===== src/rtl/icache_line_fill_if.sv =====
// Refill request/response signals towards the I-cache and the memory read bus.
// The refill engine takes the master view and the testbench or system takes the slave view.
interface icache_line_fill_if #(
    parameter int ADDR_WIDTH = 32,
    parameter int LINE_WORDS = 8
);
    logic                       m_strobe;
    logic [ADDR_WIDTH-1:0]      m_addr;
    logic                       m_ready;
    logic [LINE_WORDS*32-1:0]   m_dout;
    logic                       fill_err;
    logic                       busy;
    logic                       bus_req_valid;
    logic                       bus_req_ready;
    logic [ADDR_WIDTH-1:0]      bus_req_addr;
    logic                       bus_rsp_valid;
    logic [31:0]                bus_rsp_data;
    logic                       bus_rsp_err;

    modport master (
        input  m_strobe, m_addr, bus_req_ready, bus_rsp_valid, bus_rsp_data, bus_rsp_err,
        output m_ready, m_dout, fill_err, busy, bus_req_valid, bus_req_addr
    );

    modport slave (
        output m_strobe, m_addr, bus_req_ready, bus_rsp_valid, bus_rsp_data, bus_rsp_err,
        input  m_ready, m_dout, fill_err, busy, bus_req_valid, bus_req_addr
    );
endinterface


===== src/rtl/icache_line_fill.sv =====
// I-cache line refill engine: issues LINE_WORDS pipelined word reads with a bounded
// number in flight, assembles the returned beats into one line (offset-0 word in
// the MSBs) and hands it back to the I-cache with a single-cycle m_ready pulse.
module icache_line_fill #(
    parameter int ADDR_WIDTH = 32,
    parameter int LINE_WORDS = 8,
    parameter int MAX_OUTST  = 2
) (
    input  logic               clk,
    input  logic               rst_n,
    icache_line_fill_if.master bus
);
    localparam int IW = $clog2(LINE_WORDS);
    localparam int CW = IW + 1;
    localparam int OB = IW + 2;

    // DRAIN is the abort path: the requester went away, but beats already in flight
    // must still be absorbed before a new request may be accepted.
    typedef enum logic [2:0] {
        IDLE,
        FILL,
        DRAIN,
        RESP,
        DONE
    } state_t;

    state_t                state_q, state_d;
    logic [ADDR_WIDTH-1:0] base_q, base_d;
    logic [CW-1:0]         issue_cnt_q, issue_cnt_d;
    logic [CW-1:0]         rsp_cnt_q, rsp_cnt_d;
    logic                  err_q, err_d;
    logic [31:0]           line_q [LINE_WORDS];
    logic [31:0]           line_d [LINE_WORDS];

    logic                  req_valid;
    logic                  rsp_accept;
    logic [CW-1:0]         outstanding;
    logic                  addr_offset_unused;

    // The in-line offset bits of the request address carry no information for a refill.
    assign addr_offset_unused = ^bus.m_addr[OB-1:0];

    // Next-state logic: request issue, beat capture and request/abort handshake with the I-cache.
    always_comb begin
        state_d     = state_q;
        base_d      = base_q;
        issue_cnt_d = issue_cnt_q;
        rsp_cnt_d   = rsp_cnt_q;
        err_d       = err_q;
        line_d      = line_q;
        req_valid   = 1'b0;
        outstanding = issue_cnt_q - rsp_cnt_q;

        // A beat with nothing outstanding is a bus protocol error and is dropped.
        rsp_accept  = bus.bus_rsp_valid && (rsp_cnt_q != issue_cnt_q) &&
                      ((state_q == FILL) || (state_q == DRAIN));

        if (rsp_accept) begin
            line_d[rsp_cnt_q[IW-1:0]] = bus.bus_rsp_data;
            err_d                     = err_q | bus.bus_rsp_err;
            rsp_cnt_d                 = rsp_cnt_q + CW'(1);
        end

        case (state_q)
            IDLE: begin
                if (bus.m_strobe) begin
                    base_d      = {bus.m_addr[ADDR_WIDTH-1:OB], {OB{1'b0}}};
                    issue_cnt_d = '0;
                    rsp_cnt_d   = '0;
                    err_d       = 1'b0;
                    state_d     = FILL;
                end
            end
            FILL: begin
                req_valid = bus.m_strobe &&
                            (issue_cnt_q < CW'(LINE_WORDS)) &&
                            (outstanding < CW'(MAX_OUTST));
                if (req_valid && bus.bus_req_ready) begin
                    issue_cnt_d = issue_cnt_q + CW'(1);
                end
                if (rsp_accept && (rsp_cnt_q == CW'(LINE_WORDS - 1))) begin
                    state_d = RESP;
                end else if (!bus.m_strobe) begin
                    state_d = DRAIN;
                end
            end
            DRAIN: begin
                if (rsp_cnt_q == issue_cnt_q) begin
                    state_d = IDLE;
                end
            end
            RESP: begin
                state_d = DONE;
            end
            DONE: begin
                if (!bus.m_strobe) begin
                    state_d = IDLE;
                end
            end
            default: begin
                state_d = IDLE;
            end
        endcase
    end

    // State, counters, base address and line buffer registers.
    always_ff @(posedge clk or negedge rst_n) begin
        if (!rst_n) begin
            state_q     <= IDLE;
            base_q      <= '0;
            issue_cnt_q <= '0;
            rsp_cnt_q   <= '0;
            err_q       <= 1'b0;
            for (int i = 0; i < LINE_WORDS; i++) begin
                line_q[i] <= '0;
            end
        end else begin
            state_q     <= state_d;
            base_q      <= base_d;
            issue_cnt_q <= issue_cnt_d;
            rsp_cnt_q   <= rsp_cnt_d;
            err_q       <= err_d;
            line_q      <= line_d;
        end
    end

    assign bus.bus_req_valid = req_valid;
    assign bus.bus_req_addr  = base_q + ADDR_WIDTH'({issue_cnt_q, 2'b00});
    assign bus.m_ready       = (state_q == RESP);
    assign bus.fill_err      = (state_q == RESP) && err_q;
    assign bus.busy          = (state_q != IDLE);

    // Pack the line buffer so that beat k lands at word position k counted from the MSB end.
    always_comb begin
        bus.m_dout = '0;
        for (int k = 0; k < LINE_WORDS; k++) begin
            bus.m_dout[(LINE_WORDS-k)*32-1 -: 32] = line_q[k];
        end
    end
endmodule

===== src/flat_wrapper.sv =====
// flat-port wrapper written by rule: the top's interface ports become plain ports
module icache_line_fill_flat 
#(
    parameter int ADDR_WIDTH = 32,
    parameter int LINE_WORDS = 8,
    parameter int MAX_OUTST  = 2
)
  (clk, rst_n, bus_m_strobe, bus_m_addr, bus_bus_req_ready, bus_bus_rsp_valid, bus_bus_rsp_data, bus_bus_rsp_err, bus_m_ready, bus_m_dout, bus_fill_err, bus_busy, bus_bus_req_valid, bus_bus_req_addr);
  icache_line_fill_if #(.ADDR_WIDTH(ADDR_WIDTH), .LINE_WORDS(LINE_WORDS)) bus_i ();
  input  logic clk;
  input  logic rst_n;
  input wire logic [$bits(bus_i.m_strobe)-1:0] bus_m_strobe;
  input wire logic [$bits(bus_i.m_addr)-1:0] bus_m_addr;
  input wire logic [$bits(bus_i.bus_req_ready)-1:0] bus_bus_req_ready;
  input wire logic [$bits(bus_i.bus_rsp_valid)-1:0] bus_bus_rsp_valid;
  input wire logic [$bits(bus_i.bus_rsp_data)-1:0] bus_bus_rsp_data;
  input wire logic [$bits(bus_i.bus_rsp_err)-1:0] bus_bus_rsp_err;
  output wire logic [$bits(bus_i.m_ready)-1:0] bus_m_ready;
  output wire logic [$bits(bus_i.m_dout)-1:0] bus_m_dout;
  output wire logic [$bits(bus_i.fill_err)-1:0] bus_fill_err;
  output wire logic [$bits(bus_i.busy)-1:0] bus_busy;
  output wire logic [$bits(bus_i.bus_req_valid)-1:0] bus_bus_req_valid;
  output wire logic [$bits(bus_i.bus_req_addr)-1:0] bus_bus_req_addr;
  assign bus_i.m_strobe = bus_m_strobe;
  assign bus_i.m_addr = bus_m_addr;
  assign bus_i.bus_req_ready = bus_bus_req_ready;
  assign bus_i.bus_rsp_valid = bus_bus_rsp_valid;
  assign bus_i.bus_rsp_data = bus_bus_rsp_data;
  assign bus_i.bus_rsp_err = bus_bus_rsp_err;
  assign bus_m_ready = bus_i.m_ready;
  assign bus_m_dout = bus_i.m_dout;
  assign bus_fill_err = bus_i.fill_err;
  assign bus_busy = bus_i.busy;
  assign bus_bus_req_valid = bus_i.bus_req_valid;
  assign bus_bus_req_addr = bus_i.bus_req_addr;
  icache_line_fill #(.ADDR_WIDTH(ADDR_WIDTH), .LINE_WORDS(LINE_WORDS), .MAX_OUTST(MAX_OUTST)) u_core (.clk(clk), .rst_n(rst_n), .bus(bus_i));
endmodule

===== config.mk =====
export PLATFORM = sky130hd
export DESIGN_NAME = icache_line_fill_flat
export DESIGN_NICKNAME = d
export VERILOG_FILES = /design/src/rtl/icache_line_fill_if.sv /design/src/rtl/icache_line_fill.sv /design/src/flat_wrapper.sv
export SDC_FILE = /design/constraint.sdc
export NUM_CORES = 1
export LEC_CHECK = 0
export BUFFER_PORTS_ARGS = -buffer_cell sky130_fd_sc_hd__buf_4
export CAP_MARGIN = 20
export CELL_PAD_IN_SITES_DETAIL_PLACEMENT = 0
export CELL_PAD_IN_SITES_GLOBAL_PLACEMENT = 2
export CORE_MARGIN = 2
export CORE_UTILIZATION = 34
export DETAILED_ROUTE_END_ITERATION = 8
export HOLD_SLACK_MARGIN = 0.06
export PLACE_DENSITY = 0.84
export SLEW_MARGIN = 20
export SYNTH_ARGS = -nofsm -noshare
export SYNTH_HDL_FRONTEND = slang
export SYNTH_SLANG_ARGS = --single-unit

===== constraint.sdc =====
create_clock -name clk -period 3.3 [get_ports clk]
set_clock_uncertainty 0.1 [all_clocks]
set_input_delay 0.165 -clock clk [delete_from_list [all_inputs] [get_ports clk]]
set_output_delay 0.165 -clock clk [all_outputs]
set_load 0.01 [all_outputs]

==> results.json <==
{
  "final_hold_viol_count": 0,
  "min_path_type": "input pin to register",
  "finalSetupViolations": 0,
  "syn2layout_area_growth_pct": 42.8,
  "ios": 362,
  "critPathTopFamily": "simple AND/OR/NAND/NOR gates",
  "ys_warn_count": 0,
  "synth_area_per_cell_um2": 14.4,
  "fin_ws_ps": 317,
  "dieArea_um2": 36500,
  "worstMarginPinSlew_ps": 905,
  "cts.clk_slew.worst_paths_ps": 60,
  "ant_nets": 0,
  "start_util": 0.345,
  "grt_overflow": 0,
  "vias_per_cell": 4.73,
  "endpoint_kind": "output pin",
  "timing.rr.end": "u_core.bus.m_dout[188]",
  "drtIter0Drc": 275,
  "regToRegStartpoint": "u_core.rsp_cnt_q[2]",
  "p_leak_nw": 8.55,
  "vias": 8250,
  "syn_area_um2": 11900,
  "cts_tree": "yes",
  "wl_per_cell_um": 19.2,
  "p_int_mw": 8.62,
  "synth_cell_types": 42,
  "ff2ff_path_depth": 7,
  "hold_buffers": 63,
  "total_power_mw": 12.3,
  "synth-async-reset-ratio": 1.00,
  "pre_cts_ws_ps": 312,
  "fillCellCount": 3100,
  "io_buffers": 354,
  "cp_slowest_cell": "dfrtp_1",
  "cts_buffers": 35,
  "totalWireLength_mm": 33.5,
  "netlist_instances": 827,
  "clock_latency_ps": 500,
  "power.density_nw_per_um2": 723,
  "drc": 0,
  "cp_max_fo": 7,
  "fp.coreArea_um2": 34500,
  "clk_root_buffer_cell": "clkbuf_16",
  "layout_min_cycle_time_ps": 2980,
  "arrival_ps": 2720,
  "cap_violations": 0,
  "period_share": 0.904,
  "grt_pass1_wl_mm": 50.9,
  "cts_setup_buffers": 0,
  "fp-row-count": 68,
  "max_stage_delay_ps": 470,
  "antenna_found_initial": 0,
  "ir_drop_uv": 501,
  "max-slew-margin-rel": 0.396,
  "die_y_um": 191,
  "fin_util": 0.492,
  "layout-drive-gt1-share": 0.537,
  "r2r_setup_slack_ps": 320,
  "required_ps": 3030,
  "finalMaxSlewViolations": 0,
  "ys_ff_latch": 295,
  "hp-start": "bus_bus_rsp_valid",
  "rsz0062_at_grt": "no",
  "firstDrtPassIters": 4,
  "grt_pass1_vias": 8507,
  "p_seq_frac": 0.411,
  "tns_ps": 0,
  "cp_num_buf_inv": 2,
  "hpwl_mm": 22.5,
  "die_w_um": 191,
  "clockPowerShare": 0.296,
  "p_comb_frac": 0.293,
  "nets": 1348,
  "synth_edf_count": 0,
  "p_sw_frac": 0.299,
  "outcome": "finished clean",
  "fmax_mhz": 335,
  "crit_cells": 8,
  "critPathKind": "register to output pin",
  "yosys_most_used_dff": "dfrtp_1",
  "antenna_cells": 0,
  "post_cts_resized": 0,
  "whs_path_depth": 6,
  "worstPathCellList": "ha_1 > ha_1 > nand2_1 > nor4_1 > buf_4 > nand4_1 > xnor2_1 > buf_4",
  "switchingPower_mw": 3.68,
  "yosysSeqAreaShare": 0.620,
  "hold_end": "u_core.state_q[1]",
  "start_kind": "register",
  "clock_sinks": 295,
  "htreeDepth": 2,
  "grtUsageTotal": 0.182,
  "grt_start_max_net_pins": 113,
  "place_congestion": 0.762,
  "clock_path_buffers": 3
}
==> synthesized netlist by cell type (2+ instances only) <==
cell type / number / area [um^2]
nor2_1: 8 / 30.0
buf_2: 14 / 70.1
clkbuf_1: 18 / 67.6
mux2_1: 3 / 33.8
and2_1: 2 / 12.5
nor4_1: 3 / 18.8
nand4_1: 10 / 62.6
nand3_1: 17 / 85.1
nor3_1: 7 / 35.0
inv_1: 8 / 30.0
xor2_1: 7 / 61.3
buf_4: 5 / 37.5
a21oi_1: 6 / 30.0
ha_1: 7 / 87.6
mux2_2: 223 / 2510
and3_1: 3 / 18.8
nand2_1: 105 / 394
a2111oi_0: 2 / 17.5
mux2_4: 30 / 450
mux2i_1: 5 / 50.1
xnor2_1: 23 / 201
nor2b_1: 2 / 12.5
dfrtp_1: 295 / 7380
buf_6: 3 / 33.8
nor3_2: 3 / 30.0
nand2b_1: 2 / 12.5
==> metal layers <==
metal	routed length, um	track usage	up-vias
met1	14300	0.236	4157
met2	15300	0.282	289
met4	840	0.0550	0
met3	3080	0.0694	59
met5	0	0	-
li1	-	-	3745
==> cells in the final DEF (no fill, tap or decap), types with 10 or more instances in the layout <==
master / instances
buf_4: 374
dfrtp_1: 295
mux2_2: 223
nand2_1: 105
dlygate4sd3_1: 63
clkbuf_16: 37
mux2_4: 30
xnor2_1: 23
nand3_1: 15
nand4_1: 10
==> worst max path at each step <==
stage	start	to	slack [ps]
3_3_place_gp	u_core.rsp_cnt_q[2]	u_core.bus.m_dout[179]	340
2_1_floorplan	u_core.rsp_cnt_q[2]	u_core.bus.m_dout[161]	540
6_report	u_core.issue_cnt_q[3]	bus_bus_req_addr[29]	320
5_1_grt	u_core.issue_cnt_q[3]	bus_bus_req_addr[29]	160
4_1_cts	u_core.rsp_cnt_q[2]	u_core.bus.m_dout[183]	290
3_5_place_dp	u_core.rsp_cnt_q[2]	u_core.bus.m_dout[177]	310
==> worst register-to-register path, stage by stage (launching register included) <==
cell and delay (ps):
dfrtp_1 490, clkinv_1 160, ha_1 350, and3_1 220, a211o_1 320, or4_2 590
buf_4 290, mux2_4 360
==> kinds of logic after synthesis <==
| family | after synthesis | share of synthesized area |
|---|---|---|
| AO/OA/AOI/OAI | 16 | 0.00946 |
| XOR/XNOR | 30 | 0.0221 |
| multiplexers | 261 | 0.256 |
| adder cells (fa/ha/maj) | 8 | 0.00903 |
| AND/OR/NAND/NOR | 166 | 0.0628 |
| buffers and inverters | 50 | 0.0208 |
| flip-flops | 295 | 0.620 |
| other | 1 | 0.000315 |
==> state kept, by name, summed over array words and instances (netlist names) <==
signal              flops
u_core.bus.m_dout     256
u_core.err_q            1
u_core.state_q          3
u_core.issue_cnt_q      4
u_core.base_q          27
u_core.rsp_cnt_q        4
==> power groups by stage <==
stage / logic (mW) / clock network (mW) / registers [mW]
6_report: 3.60 / 3.64 / 5.06
5_1_grt: 3.90 / 3.92 / 5.17
4_1_cts: 3.67 / 3.76 / 5.06
3_5_place_dp: 3.60 / 0 / 5.10
3_3_place_gp: 3.55 / 0 / 5.07
2_1_floorplan: 1.44 / 0 / 5.28
==> cell type report <==
class | instances | area, um^2 | area share
Clock buffer | 52 | 1050 | 0.0619
Clock inverter | 3 | 32.5 | 0.00191
Inverter | 9 | 33.8 | 0.00199
Multi-Input combinational cell | 483 | 4320 | 0.254
Sequential cell | 295 | 7380 | 0.434
Tap cell | 455 | 569 | 0.0335
Timing Repair Buffer | 446 | 3610 | 0.212
==> stage by stage <==
stage / instances / hold slack, ps / area (um^2)
3_5_place_dp: 1625 / 215 / 15300
6_report: 1743 / 189 / 17000
5_1_grt: 1743 / 179 / 17000
4_1_cts: 1743 / 168 / 17000
3_3_place_gp: 1625 / 211 / 15300
2_1_floorplan: 828 / -231 / 11900
Note: power is estimated with default switching activity, not from simulation.
